===== config.mk =====
export PLATFORM = sky130hd
export DESIGN_NAME = mem_axi_access
export DESIGN_NICKNAME = d
export VERILOG_FILES = /design/src/rtl/mem_axi_access.sv
export SDC_FILE = /design/constraint.sdc
export NUM_CORES = 1
export LEC_CHECK = 0
export ABC_CLOCK_PERIOD_IN_PS = 2400
export BUFFER_PORTS_ARGS = -buffer_cell sky130_fd_sc_hd__buf_2
export CORE_MARGIN = 5
export CORE_UTILIZATION = 41
export DETAILED_ROUTE_END_ITERATION = 7
export HOLD_SLACK_MARGIN = 0.03
export PLACE_DENSITY = 0.68
export SETUP_SLACK_MARGIN = 0.05
export SYNTH_ARGS = -nofsm -noshare
export SYNTH_HDL_FRONTEND = slang
export SYNTH_SLANG_ARGS = --single-unit

===== constraint.sdc =====
create_clock -name clk -period 2.4 [get_ports clk]
set_input_delay 0.12 -clock clk [delete_from_list [all_inputs] [get_ports clk]]
set_output_delay 0.12 -clock clk [all_outputs]
set_load 0.05 [all_outputs]

===== src/rtl/mem_axi_access.sv =====
// -----------------------------------------------------------------------------
// mem_axi_access
//
// Memory-stage load/store unit for a 32-bit pipeline. It turns single-cycle
// load/store request pulses into AXI4-Lite style transactions on one master
// port, and it stalls the pipeline until the access completes.
//
// Ports
//   clk, rst_n                   clock, asynchronous active-low reset
//   mem_memory_read/write        load/store request pulses (EX/MEM register)
//   mem_result                   effective byte address
//   mem_op2_selected             store source data
//   mem_memory_load_type         000 LB, 001 LH, 010 LW, 011 LBU, 100 LHU, 111 none
//   mem_memory_store_type        00 SB, 01 SH, 10 SW, 11 none
//   mem_load_data/_valid         aligned, extended load result and its 1-cycle strobe
//   mem_stall                    holds the pipeline while an access is pending
//   mem_bus_error                1-cycle pulse: misaligned access or non-OKAY response
//   m_axi_aw*/w*/b*              write address, write data, write response channels
//   m_axi_ar*/r*                 read address, read data channels
//
// Requests are captured in IDLE because the request inputs are only valid for
// one cycle. Requests arriving while a transaction is in flight are ignored.
// -----------------------------------------------------------------------------
module mem_axi_access (
  input  logic        clk,
  input  logic        rst_n,

  input  logic        mem_memory_read,
  input  logic        mem_memory_write,
  input  logic [31:0] mem_result,
  input  logic [31:0] mem_op2_selected,
  input  logic [2:0]  mem_memory_load_type,
  input  logic [1:0]  mem_memory_store_type,
  output logic [31:0] mem_load_data,
  output logic        mem_load_valid,
  output logic        mem_stall,
  output logic        mem_bus_error,

  output logic [31:0] m_axi_awaddr,
  output logic        m_axi_awvalid,
  input  logic        m_axi_awready,
  output logic [31:0] m_axi_wdata,
  output logic [3:0]  m_axi_wstrb,
  output logic        m_axi_wvalid,
  input  logic        m_axi_wready,
  input  logic [1:0]  m_axi_bresp,
  input  logic        m_axi_bvalid,
  output logic        m_axi_bready,

  output logic [31:0] m_axi_araddr,
  output logic        m_axi_arvalid,
  input  logic        m_axi_arready,
  input  logic [31:0] m_axi_rdata,
  input  logic [1:0]  m_axi_rresp,
  input  logic        m_axi_rvalid,
  output logic        m_axi_rready
);

  typedef enum logic [2:0] {
    S_IDLE,
    S_WRITE,   // AW and/or W still outstanding
    S_WRESP,   // waiting for B
    S_RADDR,   // waiting for AR handshake
    S_RDATA    // waiting for R
  } state_t;

  localparam logic [2:0] LD_LB  = 3'b000;
  localparam logic [2:0] LD_LH  = 3'b001;
  localparam logic [2:0] LD_LW  = 3'b010;
  localparam logic [2:0] LD_LBU = 3'b011;
  localparam logic [2:0] LD_LHU = 3'b100;

  localparam logic [1:0] ST_SB  = 2'b00;
  localparam logic [1:0] ST_SH  = 2'b01;
  localparam logic [1:0] ST_SW  = 2'b10;

  localparam logic [1:0] RESP_OKAY = 2'b00;

  state_t      state;

  // Captured read context: byte offset and load type select/extend the lane
  // when R returns, after the request inputs have long gone away.
  logic [1:0]  addr_lo_q;
  logic [2:0]  load_type_q;

  // ---------------------------------------------------------------------------
  // Request decode (only meaningful in IDLE)
  // ---------------------------------------------------------------------------
  logic wr_req;
  logic rd_req;
  logic wr_misaligned;
  logic rd_misaligned;
  logic wr_go;
  logic rd_go;
  logic req_error;

  // NOTE: every signal written in always_comb gets a default first; a path
  // that leaves one unassigned would infer a latch.
  always_comb begin
    wr_req        = 1'b0;
    rd_req        = 1'b0;
    wr_misaligned = 1'b0;
    rd_misaligned = 1'b0;

    if (mem_memory_write) begin
      case (mem_memory_store_type)
        ST_SB:   wr_req = 1'b1;
        ST_SH:   begin wr_req = 1'b1; wr_misaligned = mem_result[0];          end
        ST_SW:   begin wr_req = 1'b1; wr_misaligned = |mem_result[1:0];       end
        default: wr_req = 1'b0;
      endcase
    end

    if (mem_memory_read) begin
      case (mem_memory_load_type)
        LD_LB, LD_LBU: rd_req = 1'b1;
        LD_LH, LD_LHU: begin rd_req = 1'b1; rd_misaligned = mem_result[0];    end
        LD_LW:         begin rd_req = 1'b1; rd_misaligned = |mem_result[1:0]; end
        default:       rd_req = 1'b0;
      endcase
    end
  end

  // A valid write takes priority; a read pending alongside it is dropped.
  assign wr_go     = wr_req && !wr_misaligned;
  assign rd_go     = !wr_req && rd_req && !rd_misaligned;
  assign req_error = wr_req ? wr_misaligned : (rd_req && rd_misaligned);

  // Stall is asserted in the very cycle the request is presented so the
  // pipeline does not advance past the access.
  assign mem_stall = (state != S_IDLE) || (wr_go || rd_go);

  // ---------------------------------------------------------------------------
  // Store formatting: replicate the source across lanes, strobe the target
  // ---------------------------------------------------------------------------
  logic [31:0] store_data;
  logic [3:0]  store_strb;

  always_comb begin
    store_data = mem_op2_selected;
    store_strb = 4'b1111;
    case (mem_memory_store_type)
      ST_SB: begin
        store_data = {4{mem_op2_selected[7:0]}};
        store_strb = 4'b0001 << mem_result[1:0];
      end
      ST_SH: begin
        store_data = {2{mem_op2_selected[15:0]}};
        store_strb = 4'b0011 << {mem_result[1], 1'b0};
      end
      default: begin
        store_data = mem_op2_selected;
        store_strb = 4'b1111;
      end
    endcase
  end

  // ---------------------------------------------------------------------------
  // Load extraction from the returned word
  // ---------------------------------------------------------------------------
  logic [7:0]  lane_byte;
  logic [15:0] lane_half;
  logic [31:0] load_ext;

  always_comb begin
    lane_byte = m_axi_rdata[7:0];
    case (addr_lo_q)
      2'd0:    lane_byte = m_axi_rdata[7:0];
      2'd1:    lane_byte = m_axi_rdata[15:8];
      2'd2:    lane_byte = m_axi_rdata[23:16];
      default: lane_byte = m_axi_rdata[31:24];
    endcase

    lane_half = addr_lo_q[1] ? m_axi_rdata[31:16] : m_axi_rdata[15:0];

    case (load_type_q)
      LD_LB:   load_ext = {{24{lane_byte[7]}}, lane_byte};
      LD_LBU:  load_ext = {24'h000000, lane_byte};
      LD_LH:   load_ext = {{16{lane_half[15]}}, lane_half};
      LD_LHU:  load_ext = {16'h0000, lane_half};
      default: load_ext = m_axi_rdata;
    endcase
  end

  // ---------------------------------------------------------------------------
  // Control FSM with registered AXI and pipeline outputs
  // ---------------------------------------------------------------------------
  // NOTE: sequential state is assigned with non-blocking (<=) so every
  // register samples pre-edge values regardless of statement order.
  always_ff @(posedge clk or negedge rst_n) begin
    if (!rst_n) begin
      state          <= S_IDLE;
      addr_lo_q      <= 2'b00;
      load_type_q    <= LD_LW;
      m_axi_awaddr   <= 32'h0;
      m_axi_awvalid  <= 1'b0;
      m_axi_wdata    <= 32'h0;
      m_axi_wstrb    <= 4'h0;
      m_axi_wvalid   <= 1'b0;
      m_axi_bready   <= 1'b0;
      m_axi_araddr   <= 32'h0;
      m_axi_arvalid  <= 1'b0;
      m_axi_rready   <= 1'b0;
      mem_load_data  <= 32'h0;
      mem_load_valid <= 1'b0;
      mem_bus_error  <= 1'b0;
    end else begin
      // Completion strobes are single-cycle pulses.
      mem_load_valid <= 1'b0;
      mem_bus_error  <= 1'b0;

      case (state)
        S_IDLE: begin
          if (wr_go) begin
            m_axi_awaddr  <= {mem_result[31:2], 2'b00};
            m_axi_wdata   <= store_data;
            m_axi_wstrb   <= store_strb;
            m_axi_awvalid <= 1'b1;
            m_axi_wvalid  <= 1'b1;
            state         <= S_WRITE;
          end else if (rd_go) begin
            m_axi_araddr  <= {mem_result[31:2], 2'b00};
            addr_lo_q     <= mem_result[1:0];
            load_type_q   <= mem_memory_load_type;
            m_axi_arvalid <= 1'b1;
            state         <= S_RADDR;
          end else if (req_error) begin
            mem_bus_error <= 1'b1;
          end
        end

        S_WRITE: begin
          // AW and W complete independently; a channel whose valid is already
          // low has finished its handshake on an earlier edge.
          if (m_axi_awvalid && m_axi_awready) m_axi_awvalid <= 1'b0;
          if (m_axi_wvalid && m_axi_wready)   m_axi_wvalid  <= 1'b0;
          if ((!m_axi_awvalid || m_axi_awready) && (!m_axi_wvalid || m_axi_wready)) begin
            m_axi_bready <= 1'b1;
            state        <= S_WRESP;
          end
        end

        S_WRESP: begin
          if (m_axi_bvalid) begin
            m_axi_bready  <= 1'b0;
            mem_bus_error <= (m_axi_bresp != RESP_OKAY);
            state         <= S_IDLE;
          end
        end

        S_RADDR: begin
          if (m_axi_arready) begin
            m_axi_arvalid <= 1'b0;
            m_axi_rready  <= 1'b1;
            state         <= S_RDATA;
          end
        end

        S_RDATA: begin
          if (m_axi_rvalid) begin
            m_axi_rready   <= 1'b0;
            // An error response still completes the load, but with zero data.
            mem_load_data  <= (m_axi_rresp == RESP_OKAY) ? load_ext : 32'h0;
            mem_bus_error  <= (m_axi_rresp != RESP_OKAY);
            mem_load_valid <= 1'b1;
            state          <= S_IDLE;
          end
        end

        default: state <= S_IDLE;
      endcase
    end
  end

endmodule


==> flow_metrics.env, run 1 <==
export IMPL_status="complete, no violations"
export IMPL_swShare=0.500
export IMPL_drv_cap=0
export IMPL_cp_max_fo=5
export IMPL_slew_viol_final=0
export IMPL_viasPerCell=5.24
export IMPL_via_count=5967
export IMPL_timing_final_ws_setup_ns=0.237
export IMPL_stdcell_area_mm2=0.00960
export IMPL_hold_path_class="in2reg"
export IMPL_worstSkewPairLatency_ns=0.42
export IMPL_setup_tns_ns=0
export IMPL_arrival_ns=2.04
export IMPL_ys_seq_elements=143
export IMPL_tritoncts="done"
export IMPL_rsz0062_at_grt="false"
export IMPL_drt_wl_total_mm=21.0
export IMPL_relSlewSlack=0.528
export IMPL_period_minus_slack_ns=2.16
export IMPL_area_growth_pct=39.3
export IMPL_p_int_mw=7.19
export IMPL_core_mm2=0.0165
export IMPL_combPwrFrac=0.529
export IMPL_wl_per_cell_um=18.5
export IMPL_grt_pass1_vias=6347
export IMPL_remaining_drc_errors=0
export IMPL_met1_usage=0.269
export IMPL_finalSetupViolCount=0
export IMPL_synthCells=600
export IMPL_gp_congestion=0.887
export IMPL_initial_core_util=0.417
export IMPL_p_leak_nw=4.59
export IMPL_synth_common_cells="dfrtp_1, mux2_2, nand2_1"
export IMPL_numClockSinks=143
export IMPL_yosysMostFrequentCell="dfrtp_1"
export IMPL_rows=47
export IMPL_cts_max_path_buffers=2
export IMPL_numPortBuffers=249
export IMPL_grt_first_pass_wirelength_mm=33.8
export IMPL_grtUsageMet2=0.336
export IMPL_post_route_util=0.581
export IMPL_cts_root_buf="clkbuf_16"
export IMPL_dieHeight_um=140
export IMPL_synth_cell_types=55
export IMPL_antenna_cells=0
export IMPL_synthTopCellsByArea="dfrtp_1, mux2_2, nand2_1"
export IMPL_dieArea_mm2=0.0195
export IMPL_cts_resized=0
export IMPL_postSynthAreaPerCell_um2=11.5
export IMPL_dp_cells=1044
export IMPL_p_total_mw=14.4
export IMPL_cts_htree_levels=4
export IMPL_worst_slew_pin_slew_ns=0.708
export IMPL_final_nets=1023
export IMPL_grt_max_degree=77
export IMPL_met3_usage=0.0823
export IMPL_hpwl_mm=15.2
export IMPL_finClkSkew_ns=0.0101
export IMPL_postSynth_asyncResetShare=1.00
export IMPL_gr_total_overflow=0
export IMPL_fmax_ghz=0.462
export IMPL_vdd_drop_max_v=0.00107
export IMPL_p_clk_frac=0.187
export IMPL_p_seq_frac=0.285
export IMPL_synth_edf_count=0
export IMPL_pin_count=254
export IMPL_synth_top_area_frac=0.516
export IMPL_first_pass_iters=5
export IMPL_antenna_found_initial=0
export IMPL_clk_pin_slew_worst_paths_ns=0.07
export IMPL_ys_seq_area_frac=0.519
export IMPL_busiest_layer="met2"
export IMPL_postRouteAntennaNets=0
export IMPL_hold_violations=0
export IMPL_syn_cell_area_mm2=0.00689
export IMPL_cellPowerDensity_mw_per_mm2=1500
export IMPL_synth_flop_cell="dfrtp_1"
export IMPL_finalNonFillerCells=1138
export IMPL_min_period_over_period=0.901
export IMPL_placedInstanceArea_mm2=0.00837
export IMPL_yosysWarnings=0
export IMPL_layout_drive_gt1_share=0.459
export IMPL_drtIter0Drc=445
export IMPL_endpoint_kind="output port"
export IMPL_worstPathRequired_ns=2.28
export IMPL_whs_ns=0.0451
export IMPL_grt_util_all_layers=0.215
export IMPL_start_kind="input port"
export IMPL_yosysTopAreaCell="dfrtp_1"
export IMPL_place_ws_ns=0.343
export IMPL_cts_made_buffers=17
export IMPL_power_switching_mw=7.18
export IMPL_fp_dieW_um=140
export IMPL_worstSetupPathType="in2out"
power groups by stage:
stage | Sequential [mW] | Clock [mW] | Combinational, mW
final | 4.09 | 2.68 | 7.60
after global routing | 4.23 | 2.85 | 8.03
after CTS | 4.09 | 2.74 | 7.63
after detailed placement | 4.11 | 0 | 7.54
after global placement | 4.07 | 0 | 7.48
after floorplan | 7.32 | 0 | 2.43
kinds of logic after synthesis:
family | after synthesis | synth area share
other | 1 | 0.000544
buffers and inverters | 56 | 0.0390
multiplexers | 117 | 0.204
XOR/XNOR | 3 | 0.00381
adder cells (fa/ha/maj) | 4 | 0.00726
AO/OA/AOI/OAI | 127 | 0.122
AND/OR/NAND/NOR | 149 | 0.104
flip-flops | 143 | 0.519
sequential cells by signal, summed over array words and instances, names as in the netlist:
name / count
m_axi_wstrb: 4
mem_bus_error: 1
m_axi_araddr: 30
m_axi_awaddr: 30
m_axi_wdata: 32
addr_lo_q: 2
state: 3
m_axi_awvalid: 1
load_type_q: 3
m_axi_bready: 1
mem_load_valid: 1
mem_load_data: 32
m_axi_rready: 1
m_axi_wvalid: 1
m_axi_arvalid: 1
cell usage in the layout (no fill, tap or decap), drive strengths merged, types with 3 or more instances in the layout:
cell         netlist  final
mux4               8      8
a22o               8      8
dlygate4sd3        0     62
nand2b            11     11
clkinv             1      5
o221ai             8      8
o21ai             48     48
inv               10     18
nor3b              8      8
conb               1      4
nand2             69     69
o21bai             7      7
o22ai              6      6
clkbuf            24     18
nor2b              4      4
nor3              12     12
a211o              3      3
dfrtp            142    142
nor2              33     33
a2bb2oi            3      3
a21boi             8      8
nand3              3      3
ha                 4      4
o31ai              7      7
buf               21    266
a21oi             10     10
a22oi              8      8
mux2             107    107
area by class of cell:
type / instances / area (um^2)
fill: 1383 / 6920
tap: 220 / 275
inverter: 11 / 41.3
timing repair buffer: 328 / 2040
clock inverter: 14 / 168
clock buffer: 18 / 439
sequential: 143 / 3580
multi-input combinational: 404 / 3060
worst max-delay path, stage by stage:
cell,delay (ns)
dlygate4sd3_1,0.54
buf_2,0.16
and4bb_2,0.24
a211o_1,0.35
o22ai_1,0.23
or2_2,0.15
buf_2,0.26
per-layer routing:
metal	vias to the layer above	part of all wire	wire, um
li1	2775	-	-
met1	2832	0.40	8310
met2	309	0.47	9900
met3	51	0.10	2140
met4	0	0.032	671
met5	-	0	0
timing repair:
item	4_1_cts	5_1_grt
setup buffers	0	0
endpoints found under the setup margin	0	0
endpoints found under the hold margin	163	0
hold buffers	62	0
worst paths after layout:
kind,start,end,slack (ns),cells past startpoint
min in group asynchronous,rst_n,mem_load_data[19]$_DFFE_PN0P_,0.28,2
max reg2reg,state[1]$_DFFE_PN0P_,mem_load_data[21]$_DFFE_PN0P_,0.33,4
max in group asynchronous,rst_n,load_type_q[1]$_DFFE_PN1P_,1.37,3
min reg2reg,mem_load_data[19]$_DFFE_PN0P_,mem_load_data[19]$_DFFE_PN0P_,0.48,2
min,m_axi_rdata[30],mem_load_data[30]$_DFFE_PN0P_,0.05,3
max,mem_memory_load_type[0],mem_stall,0.24,7
No activity file was read; power rests on OpenSTA's default activity.
==> run 2, diff against run 1 <==
Settings changed: ABC_AREA set to 1.
==> flow_metrics.env, run 2 <==
export IMPL_whs_ns=0.0426
export IMPL_ys_seq_elements=143
export IMPL_layout_drive_gt1_share=0.266
export IMPL_cpMaxStageDelayCell="dlygate4sd3_1"
export IMPL_cts_made_buffers=17
export IMPL_via_count=6849
export IMPL_reg2reg_slack_ns=0.17
export IMPL_rows=47
export IMPL_endpoint_kind="register"
export IMPL_period_minus_slack_ns=2.23
export IMPL_grt_util_all_layers=0.216
export IMPL_crit_start="state[2]$_DFFE_PN0P_"
export IMPL_worstSkewPairLatency_ns=0.42
export IMPL_yosysTopAreaCell="dfrtp_1"
export IMPL_r2r_cells=5
export IMPL_final_nets=1314
export IMPL_first_pass_iters=5
export IMPL_final_common_cell="nand2_1"
export IMPL_yosysMostFrequentCell="nand2_1"
export IMPL_gp_congestion=0.896
export IMPL_fp_dieW_um=140
export IMPL_finalSetupViolCount=0
export IMPL_fmax_ghz=0.448
export IMPL_arrival_ns=2.58
export IMPL_slew_viol_final=0
export IMPL_p_clk_frac=0.174
export IMPL_viasPerCell=4.79
export IMPL_pin_count=254
export IMPL_cp_common_cell="dlygate4sd3_1"
export IMPL_numPortBuffers=249
export IMPL_area_growth_pct=37.2
export IMPL_p_seq_frac=0.281
export IMPL_top_regs="m_axi_wdata x32, mem_load_data x32"
export IMPL_dieHeight_um=140
export IMPL_p_int_mw=7.01
export IMPL_crit_end="mem_bus_error$_DFF_PN0_"
export IMPL_core_mm2=0.0166
export IMPL_status="complete, no violations"
export IMPL_cts_max_path_buffers=2
export IMPL_grt_first_pass_wirelength_mm=34.6
export IMPL_numClockSinks=143
export IMPL_min_period_over_period=0.929
export IMPL_start_kind="register"
export IMPL_drt_wl_total_mm=21.3
export IMPL_cellPowerDensity_mw_per_mm2=1600
export IMPL_cp_cell_sequence="nor4_2 -> o21ai_0 -> dlygate4sd3_1 -> nand3_1 -> dlygate4sd3_1"
export IMPL_cp_max_fo=5
export IMPL_r2r_end="mem_bus_error$_DFF_PN0_"
export IMPL_slowest_delay_ns=0.57
export IMPL_power_switching_mw=8.20
export IMPL_cts_htree_levels=4
export IMPL_synthCells=899
export IMPL_cts_root_buf="clkbuf_16"
export IMPL_worst_slew_pin_slew_ns=0.991
export IMPL_initial_core_util=0.419
export IMPL_grt_max_degree=65
export IMPL_swShare=0.539
export IMPL_antenna_cells=0
export IMPL_hpwl_mm=15.3
export IMPL_p_leak_nw=5.43
export IMPL_yosysWarnings=0
export IMPL_worstPathRequired_ns=2.75
export IMPL_postSynth_asyncResetShare=1.00
export IMPL_dieArea_mm2=0.0196
export IMPL_rsz0062_at_grt="false"
export IMPL_synth_flop_cell="dfrtp_1"
export IMPL_setup_tns_ns=0
export IMPL_postRouteAntennaNets=0
export IMPL_worstSetupPathType="reg2reg"
export IMPL_fillers=1566
export IMPL_synth_edf_count=0
export IMPL_drtIter0Drc=394
export IMPL_synthTopCellsByArea="dfrtp_1, nand2_1, o21ai_0"
export IMPL_synth_common_cells="nand2_1, dfrtp_1, o21ai_0"
export IMPL_synth_top_area_frac=0.511
export IMPL_wl_per_cell_um=14.9
export IMPL_r2r_start="state[2]$_DFFE_PN0P_"
export IMPL_hold_violations=0
export IMPL_antenna_found_initial=0
export IMPL_final_cell_mix="nand2_1, buf_2, dfrtp_1"
export IMPL_synth_cell_types=35
export IMPL_drv_cap=0
export IMPL_ys_seq_area_frac=0.515
export IMPL_hold_path_class="in2reg"
export IMPL_relSlewSlack=0.339
export IMPL_clk_pin_slew_worst_paths_ns=0.06
export IMPL_postSynthAreaPerCell_um2=7.73
export IMPL_vdd_drop_max_v=0.000940
export IMPL_syn_cell_area_mm2=0.00695
export IMPL_finClkSkew_ns=0.00661
export IMPL_grt_pass1_vias=6841
export IMPL_combPwrFrac=0.545
export IMPL_tritoncts="done"
export IMPL_remaining_drc_errors=0
export IMPL_gr_total_overflow=0
## run 2: changes by cell type after synthesis, sizes merged, moves of 24 or more
| cell | delta |
|---|---|
| a21oi | +24 |
| inv | +68 |
| mux2 | -107 |
| nand2 | +308 |
| nand3 | +42 |
| o21ai | +51 |
## run 2: worst min path at each step
| stage | startpoint | to | slack, ns | depth (start not counted) |
|---|---|---|---|---|
| floorplan | rst_n | addr_lo_q[0]$_DFFE_PN0P_ | -0.18 | 0 |
| global placement | rst_n | m_axi_araddr[10]$_DFFE_PN0P_ | 0.16 | 1 |
| detailed placement | rst_n | m_axi_araddr[10]$_DFFE_PN0P_ | 0.16 | 1 |
| CTS | mem_op2_selected[20] | m_axi_wdata[20]$_DFFE_PN0P_ | 0.03 | 3 |
| global route | mem_op2_selected[20] | m_axi_wdata[20]$_DFFE_PN0P_ | 0.05 | 3 |
| finish | mem_op2_selected[20] | m_axi_wdata[20]$_DFFE_PN0P_ | 0.04 | 3 |
## run 2: cell type report
type / count / area [um^2] / area share
inverters: 79 / 297 / 0.0311
repair buffers: 321 / 1990 / 0.209
multi-input cells: 634 / 2800 / 0.294
flip-flops and latches: 143 / 3580 / 0.376
well taps: 220 / 275 / 0.0289
clock buffers: 18 / 429 / 0.0450
clock inverters: 14 / 156 / 0.0164
## run 2: power by group through the flow
stage / logic (mW) / registers (mW) / clock network (mW)
2_1_floorplan: 2.57 / 7.93 / 0
3_3_place_gp: 8.12 / 4.27 / 0
3_5_place_dp: 8.24 / 4.26 / 0
4_1_cts: 8.34 / 4.26 / 2.70
5_1_grt: 8.90 / 4.42 / 2.81
6_report: 8.29 / 4.27 / 2.65
## run 2: cells by family (layout without fill, tap and decap cells)
family	after synthesis	after routing	share of synthesized area
AND/OR/NAND/NOR	482	482	0.283
AO/OA/AOI/OAI	144	144	0.109
flip-flops	143	143	0.515
buffers and inverters	125	432	0.0843
adder cells (fa/ha/maj)	4	4	0.00720
other	1	4	0.000540
## run 2: routing by layer
metal  part of all wire  track usage  routed length, um
met2               0.49        0.359              10400
met1               0.42        0.273               8940
met5                  0            0                  0
met4              0.018       0.0734                384
met3              0.074       0.0607               1590
## run 2: metrics by stage
step | area [um^2] | std cells | setup slack (ns) | power (mW) | util
6_report | 9530 | 1429 | 0.170 | 15.2 | 0.575
5_1_grt | 9530 | 1429 | 0.0949 | 16.1 | 0.575
4_1_cts | 9520 | 1429 | 0.114 | 15.3 | 0.574
3_5_place_dp | 8340 | 1337 | 0.502 | 12.5 | 0.503
3_3_place_gp | 8340 | 1337 | 0.586 | 12.4 | 0.503
2_1_floorplan | 6960 | 902 | 0.832 | 10.5 | -
## run 2: what timing repair did
item                                    CTS  global route
endpoints found under the setup margin    0             1
endpoints found under the hold margin   148             0
resized for setup                         0             2
hold buffers                             60             0
setup buffers                             0             0
## run 2: critical path: cells and delay by family, from the launching register on
| family | cells | cell delay (ns) |
|---|---|---|
| AOI/OAI and AO/OA | 1 | 0.13 |
| buffers and inverters | 2 | 1.11 |
| DFF | 1 | 0.45 |
| and+or+nand+nor | 2 | 0.47 |
==> run 3, diff against run 2 <==
Settings changed: CORE_UTILIZATION 41 to 45, GPL_TIMING_DRIVEN set to 0, PLACE_DENSITY 0.68 to 0.74.
==> flow_metrics.env, run 3 (same netlist as run 2, synthesis figures left out) <==
export IMPL_status="complete, no violations"
export IMPL_cts_setup_buffers=0
export IMPL_final_nets=1350
export IMPL_postRouteAntennaNets=0
export IMPL_slowest_delay_ns=0.57
export IMPL_fmax_ghz=0.457
export IMPL_path_depth=5
export IMPL_cts_max_path_buffers=2
export IMPL_stdcell_area_mm2=0.00971
export IMPL_antenna_found_initial=0
export IMPL_start_kind="register"
export IMPL_cts_root_buf="clkbuf_16"
export IMPL_vdd_drop_max_v=0.000863
export IMPL_via_count=7272
export IMPL_hold_path_class="in2reg"
export IMPL_first_pass_iters=5
export IMPL_pin_count=254
export IMPL_final_common_cell="nand2_1"
export IMPL_drtIter0Drc=467
export IMPL_cp_max_fo=5
export IMPL_initial_core_util=0.459
export IMPL_fp_dieW_um=134
export IMPL_clk_pin_slew_worst_paths_ns=0.07
export IMPL_tritoncts="done"
export IMPL_cellPowerDensity_mw_per_mm2=1610
export IMPL_grt_pass1_vias=7323
export IMPL_min_delay_path_depth=3
export IMPL_min_period_over_period=0.913
export IMPL_worstPathRequired_ns=2.75
export IMPL_period_minus_slack_ns=2.19
export IMPL_wl_per_cell_um=15.9
export IMPL_remaining_drc_errors=0
export IMPL_cpMaxStageDelayCell="dlygate4sd3_1"
export IMPL_rsz0062_at_grt="false"
export IMPL_dieArea_mm2=0.0180
export IMPL_viasPerCell=5.07
export IMPL_rows=45
export IMPL_cp_cell_sequence="nor4_2 -> o21ai_0 -> dlygate4sd3_1 -> nand3_1 -> dlygate4sd3_1"
export IMPL_grt_util_all_layers=0.255
export IMPL_top_regs="m_axi_wdata x32, mem_load_data x32"
export IMPL_arrival_ns=2.54
export IMPL_area_growth_pct=39.7
export IMPL_r2r_cells=5
export IMPL_r2r_start="state[2]$_DFFE_PN0P_"
export IMPL_relSlewSlack=0.648
export IMPL_core_mm2=0.0151
export IMPL_worstSetupPathType="reg2reg"
export IMPL_worstSkewPairLatency_ns=0.43
export IMPL_endpoint_kind="register"
export IMPL_drt_wl_total_mm=22.8
export IMPL_cp_common_cell="dlygate4sd3_1"
export IMPL_crit_start="state[2]$_DFFE_PN0P_"
export IMPL_worst_slew_pin_slew_ns=0.528
export IMPL_grt_first_pass_wirelength_mm=36.5
export IMPL_drv_cap=0
export IMPL_numPortBuffers=249
export IMPL_layout_drive_gt1_share=0.279
export IMPL_hpwl_mm=16.5
export IMPL_hold_violations=0
export IMPL_numClockSinks=143
export IMPL_dieHeight_um=134
export IMPL_gp_congestion=0.915
export IMPL_placedInstanceArea_mm2=0.00847
export IMPL_cts_htree_levels=4
export IMPL_antenna_cells=0
export IMPL_reg2reg_slack_ns=0.21
export IMPL_path_buf_inv=2
export IMPL_r2r_end="mem_bus_error$_DFF_PN0_"
export IMPL_finalSetupViolCount=0
export IMPL_final_cell_mix="nand2_1, buf_2, dfrtp_1"
export IMPL_critical_path_top_delay_family="buffers and inverters"
export IMPL_grt_max_degree=91
export IMPL_gr_total_overflow=0
export IMPL_crit_end="mem_bus_error$_DFF_PN0_"
export IMPL_cts_made_buffers=17
export IMPL_p_leak_nw=5.55
export IMPL_finClkSkew_ns=0.0106
export IMPL_p_total_mw=15.6
export IMPL_slew_viol_final=0
## run 3: cell count changes in the layout (fill, tap and decap cells not counted), sizes merged
cell	delta
clkinvlp	-1
buf	+23
dlygate4sd3	+1
inv	-3
clkbuf	+15
bufinv	+1
## run 3: final cells by class
type | instances | area [um^2]
fill | 1288 | 5440
clock buffer | 21 | 460
multi-input combinational | 634 | 2800
inverter | 79 | 297
buffer | 46 | 289
timing repair buffer | 311 | 1890
clock inverter | 11 | 154
sequential | 143 | 3580
tap | 188 | 235
## run 3: repair_timing
action                                  CTS  global route
gates resized for setup                   0             2
hold endpoints to repair                141             0
hold buffers                             61             0
endpoints found under the setup margin    0             1
## run 3: metrics by stage
step | hold WS (ns) | setup slack [ns] | utilization | std cells | setup TNS, ns
final | 0.0407 | 0.210 | 0.641 | 1433 | 0
after global routing | 0.0437 | 0.120 | 0.641 | 1433 | 0
after CTS | 0.0301 | 0.119 | 0.640 | 1433 | 0
after detailed placement | 0.0996 | 0.280 | 0.560 | 1340 | 0
after global placement | 0.339 | -0.862 | 0.557 | 1339 | -120.34
after floorplan | -0.176 | 0.832 | - | 902 | 0
## run 3: worst min-delay path by stage
stage / startpoint / to / slack (ns)
floorplan: rst_n / addr_lo_q[0]$_DFFE_PN0P_ / -0.18
global placement: m_axi_wready / m_axi_wvalid$_DFFE_PN0P_ / 0.34
detailed placement: rst_n / m_axi_wdata[14]$_DFFE_PN0P_ / 0.1
CTS: mem_op2_selected[17] / m_axi_wdata[17]$_DFFE_PN0P_ / 0.03
global route: mem_op2_selected[17] / m_axi_wdata[17]$_DFFE_PN0P_ / 0.04
finish: mem_op2_selected[22] / m_axi_wdata[22]$_DFFE_PN0P_ / 0.04
## run 3: routing by layer
| layer | vias to the layer above | share of wire | track usage |
|---|---|---|---|
| met2 | 315 | 0.48 | 0.423 |
| li1 | 3487 | - | - |
| met3 | 81 | 0.081 | 0.0679 |
| met4 | 0 | 0.042 | 0.123 |
| met5 | - | 0 | 0 |
| met1 | 3389 | 0.40 | 0.310 |
## run 3: worst min-delay path, stage by stage
cell     delay [ns]
buf_2          0.08
o21ai_0        0.08
o21ai_0        0.15
## run 3: power by group
group	total, mW	leakage (nW)	internal [mW]	switching [mW]
clock network	2.78	0.294	1.70	1.08
logic	8.58	3.43	2.05	6.54
registers	4.23	1.82	3.55	0.676
